--- src/rtl/filter_dot_product_pkg.sv ---
// rtl/filter_dot_product_pkg.sv - shared element type, default widths and Q8.8 saturation bounds
package filter_dot_product_pkg;

  localparam int DEF_DATA_W = 16;
  localparam int DEF_FRAC_W = 8;

  typedef logic signed [DEF_DATA_W-1:0] elem_t;

  localparam elem_t SAT_MAX = elem_t'(2**(DEF_DATA_W-1) - 1);
  localparam elem_t SAT_MIN = elem_t'(-(2**(DEF_DATA_W-1)));

endpackage

--- src/rtl/filter_dot_product_mac_lane.sv ---
// rtl/filter_dot_product_mac_lane.sv - one filter lane: product, accumulate, finalize, shift/saturate
// Optional ReLU clamp on the saturated result when FILTER_DOT_PRODUCT_RELU_EN is defined.
module filter_dot_product_mac_lane
  import filter_dot_product_pkg::*;
#(
  parameter int DATA_W = DEF_DATA_W,
  parameter int FRAC_W = DEF_FRAC_W,
  parameter int ACC_W  = 40
) (
  input  logic                     clock,
  input  logic                     clear_n,
  input  logic                     beat_i,
  input  logic                     s1_valid_i,
  input  logic                     s1_last_i,
  input  logic signed [DATA_W-1:0] a_i,
  input  logic signed [DATA_W-1:0] b_i,
  output logic        [DATA_W-1:0] sat_o
);

  localparam int PROD_W = 2 * DATA_W;

  logic signed [PROD_W-1:0] a_ext, b_ext;
  logic signed [PROD_W-1:0] prod_q, prod_d;
  logic signed [ACC_W-1:0]  acc_q, acc_d;
  logic signed [ACC_W-1:0]  fin_q, fin_d;
  logic signed [ACC_W-1:0]  acc_sum;
  logic signed [ACC_W-1:0]  shifted;

  always_comb begin
    a_ext   = PROD_W'(a_i);
    b_ext   = PROD_W'(b_i);
    prod_d  = beat_i ? a_ext * b_ext : prod_q;
    acc_sum = acc_q + ACC_W'(prod_q);
    acc_d   = acc_q;
    fin_d   = fin_q;
    // The last beat hands its sum to finalize and restarts the accumulator,
    // so a following vector can stream in without a bubble.
    if (s1_valid_i) begin
      if (s1_last_i) begin
        fin_d = acc_sum;
        acc_d = '0;
      end else begin
        acc_d = acc_sum;
      end
    end
  end

  always_comb begin
    shifted = fin_q >>> FRAC_W;
    if (shifted > ACC_W'(SAT_MAX)) begin
      sat_o = DATA_W'(SAT_MAX);
    end else if (shifted < ACC_W'(SAT_MIN)) begin
      sat_o = DATA_W'(SAT_MIN);
    end else begin
      sat_o = shifted[DATA_W-1:0];
    end
`ifdef FILTER_DOT_PRODUCT_RELU_EN
    if (sat_o[DATA_W-1]) begin
      sat_o = '0;
    end
`endif
  end

  always_ff @(posedge clock or negedge clear_n) begin
    if (!clear_n) begin
      prod_q <= '0;
      acc_q  <= '0;
      fin_q  <= '0;
    end else begin
      prod_q <= prod_d;
      acc_q  <= acc_d;
      fin_q  <= fin_d;
    end
  end

endmodule

--- src/rtl/filter_dot_product.sv ---
// rtl/filter_dot_product.sv - four-lane Q8.8 dot product with result handshake and sticky error flags
// Build option: FILTER_DOT_PRODUCT_RELU_EN clamps negative results to zero.
module filter_dot_product
  import filter_dot_product_pkg::*;
#(
  parameter int DATA_W       = DEF_DATA_W,
  parameter int FRAC_W       = DEF_FRAC_W,
  parameter int ACC_W        = 40,
  parameter int NUM_ELEMENTS = 16
) (
  input  logic              clock,
  input  logic              clear_n,
  input  logic              en,
  input  logic              b_element_ready,
  input  logic [DATA_W-1:0] b0_element,
  input  logic [DATA_W-1:0] b1_element,
  input  logic [DATA_W-1:0] b2_element,
  input  logic [DATA_W-1:0] b3_element,
  input  logic [DATA_W-1:0] a_element,
  input  logic              last_element,
  input  logic              result_ready,
  output logic              result_valid,
  output logic [DATA_W-1:0] result0,
  output logic [DATA_W-1:0] result1,
  output logic [DATA_W-1:0] result2,
  output logic [DATA_W-1:0] result3,
  output logic              length_error,
  output logic              overrun
);

  localparam int              CNT_W    = (NUM_ELEMENTS > 1) ? $clog2(NUM_ELEMENTS) : 1;
  localparam logic [CNT_W-1:0] CNT_LAST = CNT_W'(NUM_ELEMENTS - 1);

  logic              beat;
  logic              s1_valid_q, s1_valid_d;
  logic              s1_last_q, s1_last_d;
  logic              fin_valid_q, fin_valid_d;
  logic [CNT_W-1:0]  beat_count_q, beat_count_d;
  logic              length_error_q, length_error_d;
  logic              overrun_q, overrun_d;
  logic              result_valid_q, result_valid_d;
  logic [DATA_W-1:0] result_q [4];
  logic [DATA_W-1:0] result_d [4];
  logic [DATA_W-1:0] sat      [4];
  logic [DATA_W-1:0] b_lane   [4];

  assign b_lane[0] = b0_element;
  assign b_lane[1] = b1_element;
  assign b_lane[2] = b2_element;
  assign b_lane[3] = b3_element;

  for (genvar i = 0; i < 4; i++) begin : g_lane
    filter_dot_product_mac_lane #(
      .DATA_W(DATA_W),
      .FRAC_W(FRAC_W),
      .ACC_W (ACC_W)
    ) u_lane (
      .clock     (clock),
      .clear_n   (clear_n),
      .beat_i    (beat),
      .s1_valid_i(s1_valid_q),
      .s1_last_i (s1_last_q),
      .a_i       (a_element),
      .b_i       (b_lane[i]),
      .sat_o     (sat[i])
    );
  end

  always_comb begin
    beat           = en && b_element_ready;
    s1_valid_d     = beat;
    s1_last_d      = beat && last_element;
    fin_valid_d    = s1_valid_q && s1_last_q;
    beat_count_d   = beat_count_q;
    length_error_d = length_error_q;
    // A vector running past NUM_ELEMENTS is flagged and the count wraps,
    // but accumulation carries on until the real last beat.
    if (beat) begin
      if (last_element) begin
        if (beat_count_q != CNT_LAST) begin
          length_error_d = 1'b1;
        end
        beat_count_d = '0;
      end else if (beat_count_q == CNT_LAST) begin
        length_error_d = 1'b1;
        beat_count_d   = '0;
      end else begin
        beat_count_d = beat_count_q + CNT_W'(1);
      end
    end
  end

  always_comb begin
    result_valid_d = result_valid_q;
    overrun_d      = overrun_q;
    result_d       = result_q;
    if (result_valid_q && result_ready) begin
      result_valid_d = 1'b0;
    end
    // A completion always lands; it only counts as overrun if the held result was not taken.
    if (fin_valid_q) begin
      result_valid_d = 1'b1;
      result_d       = sat;
      if (result_valid_q && !result_ready) begin
        overrun_d = 1'b1;
      end
    end
  end

  always_ff @(posedge clock or negedge clear_n) begin
    if (!clear_n) begin
      s1_valid_q     <= 1'b0;
      s1_last_q      <= 1'b0;
      fin_valid_q    <= 1'b0;
      beat_count_q   <= '0;
      length_error_q <= 1'b0;
      overrun_q      <= 1'b0;
      result_valid_q <= 1'b0;
      for (int i = 0; i < 4; i++) begin
        result_q[i] <= '0;
      end
    end else begin
      s1_valid_q     <= s1_valid_d;
      s1_last_q      <= s1_last_d;
      fin_valid_q    <= fin_valid_d;
      beat_count_q   <= beat_count_d;
      length_error_q <= length_error_d;
      overrun_q      <= overrun_d;
      result_valid_q <= result_valid_d;
      for (int i = 0; i < 4; i++) begin
        result_q[i] <= result_d[i];
      end
    end
  end

  assign result_valid = result_valid_q;
  assign result0      = result_q[0];
  assign result1      = result_q[1];
  assign result2      = result_q[2];
  assign result3      = result_q[3];
  assign length_error = length_error_q;
  assign overrun      = overrun_q;

endmodule

--- config.mk ---
export PLATFORM = sky130hd
export DESIGN_NAME = filter_dot_product
export DESIGN_NICKNAME = d
export VERILOG_FILES = /design/src/rtl/filter_dot_product_pkg.sv /design/src/rtl/filter_dot_product_mac_lane.sv /design/src/rtl/filter_dot_product.sv
export SDC_FILE = /design/constraint.sdc
export NUM_CORES = 2
export LEC_CHECK = 0
export ABC_CLOCK_PERIOD_IN_PS = 3600
export CAP_MARGIN = 20
export CORE_MARGIN = 2
export CORE_UTILIZATION = 43
export DETAILED_ROUTE_END_ITERATION = 10
export DONT_BUFFER_PORTS = 1
export MAX_ROUTING_LAYER = met4
export PLACE_DENSITY_LB_ADDON = 0.25
export SLEW_MARGIN = 20
export SYNTH_ARGS = -nofsm -noshare
export SYNTH_HDL_FRONTEND = slang
export SYNTH_HIERARCHICAL = 1
export SYNTH_SLANG_ARGS = --single-unit
export TNS_END_PERCENT = 100
--- constraint.sdc ---
create_clock -name clock -period 3.6 [get_ports clock]
set_input_delay 0.9 -clock clock [delete_from_list [all_inputs] [get_ports clock]]
set_output_delay 0.9 -clock clock [all_outputs]
set_load 0.01 [all_outputs]
; Word level (Yosys, flattened, before mapping)
; Index checks and enable logic that the tools add are counted.
[word_totals]
word_cells = 73
output_inout_bits = 67
reg_bits = 522
[classes]
reduce_logical = 11
n_eq_ne = 3
mul = 4
addsub = 5
order_cmp = 8
mux = 19
[op_table]
columns = op, count
row1 = $add 40x32->40, 4
row2 = $mux 40, 4
row3 = $gt 32x16->1 const B, 4
row4 = $lt 32x16->1 const B, 4
row5 = $mul 16x16->32, 4
row6 = $mux 16, 8
row7 = $mux 4, 2
row8 = $logic_and 1x1->1, 5
row9 = $mux 1, 5
row10 = $add 4x1->4 const B, 1
row11 = $eq 4x4->1 const B, 1
row12 = $ne 4x4->1 const B, 1
row13 = $reduce_and 2->1, 2
row14 = $reduce_bool 2->1, 2
row15 = $reduce_and 3->1, 1
row16 = $ne 2x1->1 const B, 1
row17 = $logic_not 1->1, 1

; Logic depth before layout (Yosys ltp)
[depth]
word_depth = 3
mapped_depth = 26

; Cells and area by module
; Netlist, hierarchy kept.
[by_module_without_submodules]
columns = module, seq_area_each_um2, n_inst, cells_per_inst, area_each_um2
row1 = filter_dot_product_mac_lane (g_lane[1].u_lane), 2602.5, 1, 1781, 16450.8
row2 = filter_dot_product_mac_lane (g_lane[0].u_lane), 2602.5, 1, 1748, 16189.3
row3 = filter_dot_product_mac_lane (g_lane[3].u_lane), 2602.5, 1, 1718, 16084.2
row4 = filter_dot_product_mac_lane (g_lane[2].u_lane), 2602.5, 1, 1650, 15672.5
row5 = filter_dot_product, 1851.8, 1, 172, 2947.8

; Least setup slack after synthesis
; Ideal clock, no wire load.
[synth_timing]
path_type = input to register
from = input b0_element[1]
to = register g_lane[0].u_lane.prod_q[29]
path_stages = 19
arrival_time_ns = 6.779
path_slack_ns = -3.304
setup_time_ns = 0.125
path_cell_list = clkbuf_1 -> nand2_1 -> fa_1 -> inv_1 -> fa_1 -> fa_1 -> fa_1 -> fa_1 -> fa_1 -> ha_1 -> a21o_1 -> a21o_1 -> a21oi_1 -> o21ai_0 -> a221oi_1 -> o21bai_1 -> a21oi_1 -> xnor2_1 -> mux2_2
[synth_via]
elab_chain_cells = 1
[synth_rtl]
columns = element, line_no
row1 = "start, declared", filter_dot_product.sv:15  ; input logic [DATA_W-1:0] b0_element,
row2 = $mul 16x16->32, filter_dot_product_mac_lane.sv:32  ; prod_d = beat_i ? a_ext * b_ext : prod_q;
row3 = "end signal, assigned", filter_dot_product_mac_lane.sv:70  ; prod_q <= prod_d;
row4 = "end, declared", filter_dot_product_mac_lane.sv:23  ; logic signed [PROD_W-1:0] prod_q, prod_d;
; No other way between the ends.
; A chain may end at the register's enable or synchronous reset.

; Worst setup path in the final report
[layout_timing]
from = input a_element[15]
to = register g_lane[2].u_lane.prod_q[30]
[layout_via]
elab_chain_cells = 1
[layout_rtl]
columns = element, line_no
row1 = "start, declared", filter_dot_product.sv:19  ; input logic [DATA_W-1:0] a_element,
row2 = $mul 16x16->32, filter_dot_product_mac_lane.sv:32
row3 = "end signal, assigned", filter_dot_product_mac_lane.sv:70
row4 = "end, declared", filter_dot_product_mac_lane.sv:23
; No other way between the ends.

==> reports/results.tsv <==
metric	value	unit
min_period	5885	ps
die_h	399.7	um
r2r_setup_slack	220	ps
synth_edf_count	0	
portBuffers	0	
htree_levels	2	
initial_core_util	43.21	%
crit_path_cell_trace	nand2_4 -> inv_2 -> fa_1 -> inv_2 -> fa_2 -> inv_2 -> fa_1 -> inv_2 -> fa_1 -> fa_2 -> fa_1 -> inv_2 -> ha_4 -> a21o_1 -> a21o_1 -> a21o_1 -> a21o_1 -> a21oi_2 -> a21oi_2 -> o211ai_1 -> a31oi_1 -> or3_1 -> a31o_2	
grt_pass1_vias	54970	
drt_iter0_drc	2577	
cp_max_fo	64	
io_pins	153	
drc	0	
synthArstFlopShare	100.0	%
r2r_end	g_lane[0].u_lane/fin_q[20]	
synth_area_per_cell	9.527	um^2
grt_pass1_wl	289.4	mm
clk_pin_slew_worst_paths	60	ps
hold_viol_final	0	
worst_path_most_repeated_cell	inv_2	
worstSetupPathType	in2reg	
area_growth	16.80	%
worstHoldPathType	in2async	
skew	26.29	ps
start_kind	input pin	
antenna_found_initial	3	
nets	8983	
drive_above_1_share	20.39	%
coreArea	0.1558	mm^2
cts_tree	done	
cp.required	4140	ps
drv_cap	0	
grt_overflow	0	
die_x	399.7	um
synth_area	0.06734	mm^2
cts.path.max_buffers	3	
tightestPinTransition	1027	ps
drt_pass1_iterations	7	
dieArea	0.1598	mm^2
root_buffer	clkbuf_16	
gp_congestion	0.8909	
ys_warn_count	6	
post-route-period-util	163.5	%
fin_ws	-2285	ps
synth_ff_type	dfrtp_1	
worst_hold_slack	309.1	ps
grt_max_degree	491	
end_kind	flip-flop	
cp-startpoint	a_element[15]	
reg2reg_depth	11	
arrival	6420	ps
status	complete, but fails checks	
drt-total-wl	173.2	mm
slew_viol_final	0	
place_hpwl	130.0	mm
cts_buffers	56	
track_usage	23.09	%
cpPeakStageDelay	560	ps
drt-vias-per-instance	5.268	
clock_latency	660	ps
slew_headroom	31.52	%
ant_nets	0	
rsz0062_at_grt	yes	
r2r_start	g_lane[0].u_lane/prod_q[0]	
cts_sinks	490	
row_count	145	
violations	setup timing	
syn-num-nets	8692	
yosys.cell_types.count	122	
ys_ff_latch	490	
synth_seq_area_share	18.21	%
syn_inst	7069	
max_freq	0.1699	GHz
drt-wirelength-per-cell	18.29	um
dr_total_vias	49870	
worst_path_max_delay_cell	fa_2	
setup_viol	102	
## metal layers
| layer | wire length [um] | vias up | track usage (%) | share of wire (%) |
|---|---|---|---|---|
| met3 | 6686 | 213 | 2.613 | 3.9 |
| met1 | 73130 | 25580 | 28.40 | 42 |
| met4 | 5123 | 0 | 6.505 | 3.0 |
| met5 | 0 | - | - | 0 |
| li1 | - | 23180 | - | - |
| met2 | 88250 | 907 | 40.08 | 51 |
## flip-flops by register name (all words and copies together) (netlist names)
name,cells
length_error,1
g_lane.u_lane/fin_q,128
result_valid,1
s1_last_q,1
beat_count_q,4
result1,16
result0,16
s1_valid_q,1
overrun,1
result2,16
result3,16
g_lane.u_lane/prod_q,128
g_lane.u_lane/acc_q,160
fin_valid_q,1
## placed cells by master, fill, tap and decap left out, types with 57 or more instances in the layout
cell type and n:
o21a_1 100, buf_4 418, dfrtp_1 487, nand3_1 59
xor2_1 79, mux2_2 66, a21oi_1 174, buf_6 78
ha_1 382, mux2_4 95, o2bb2ai_1 117, nand2_1 700
clkbuf_16 57, ha_4 90, inv_1 1211, o21ai_0 177
and2_4 104, fa_1 1005, a21o_1 120, inv_2 109
and2_1 399, xnor2_1 162, nor2_1 161
## worst max path at each step
stage	to	slack (ps)	cells past startpoint
global route	g_lane[2].u_lane/prod_q[30]	-2420	22
global placement	g_lane[2].u_lane/prod_q[31]	-2960	21
CTS	g_lane[2].u_lane/prod_q[30]	-2190	22
detailed placement	g_lane[2].u_lane/prod_q[31]	-2990	21
floorplan	g_lane[2].u_lane/prod_q[31]	-2700	22
finish	g_lane[2].u_lane/prod_q[30]	-2290	23
## synthesized netlist by cell type, types with 11 or more instances
master     instances  area [um^2]
nor2b_1           31        193.9
o2bb2ai_1        118         1033
a211o_1           12        105.1
nand3_1           71        355.3
inv_1           1327         4981
o21ai_1           35        175.2
xnor2_1          188         1647
mux2_4            39        585.6
o22ai_1           11        68.82
buf_2             12        60.06
a21oi_1          231         1156
and3_1            26        162.7
and2_1           500         3128
nand2b_1          43        269.0
nor4_1            22        137.6
nand4_1           47        294.0
fa_1            1052        21060
or3_1             13        81.33
a31o_2            19        166.4
o21bai_1          42        315.3
a22o_1            15        131.4
dfrtp_1          490        12260
o21ai_0          216         1081
mux2_2           121         1363
o211ai_1          38        285.3
a211oi_1          34        255.2
a31oi_1           33        206.5
nor2_1           190        713.2
xor2_1            84        735.7
ha_1             485         6068
nand2_1          752         2823
o21a_1           102        765.7
a21o_1           120        900.9
nor3_1            42        210.2
o31ai_1           26        195.2
clkbuf_1         242        908.4
## cell families after synthesis
logic type      count (synthesis)  share of synthesized area, %
simple gates                 1802                         13.26
mux                           170                         3.045
flops                         490                         18.21
compound gates               1198                         12.56
fa+ha+maj                    1537                         40.28
buf+inv                      1599                         9.070
xor+xnor                      273                         3.571
## per-stage QoR
stage | setup TNS (ps) | std cells | worst slack [ps] | util, % | instance area (um^2)
global route | -170150 | 9466 | -2423 | 50.47 | 78660
global placement | -227260 | 9305 | -2962 | 47.49 | 74000
floorplan | -200950 | 7069 | -2699 | - | 70100
CTS | -152080 | 9437 | -2186 | 49.72 | 77490
detailed placement | -231300 | 9305 | -2990 | 47.49 | 74000
finish | -160760 | 9467 | -2285 | 50.47 | 78660
## cell type report
cell class	instances	area [um^2]
Sequential cell	490	12270
Multi-Input combinational cell	4980	52610
Clock buffer	74	1570
Timing Repair Buffer	504	4189
Tap cell	2058	2575
Antenna cell	4	10.01
Inverter	1328	5009
Clock inverter	29	426.7
Fill cell	14180	77180
## timing repair
item                                    in CTS  in global routing
endpoints found under the setup margin     101                109
gates resized for setup                    304                227
pin swaps                                  250                232
setup buffers                               36                 32
endpoints found under the hold margin      281                  8
## critical path, delay by kind of cell
family                   cells  cell delay, ps
AND/OR/NAND/NOR              2             480
adder cells (fa/ha/maj)      7            3240
AO/OA/AOI/OAI                9            1470
buffers and inverters        5             220
Power is left out: the tool's default activity adds up to more than one toggle a clock period on the data nets, which glitch-free logic cannot reach.
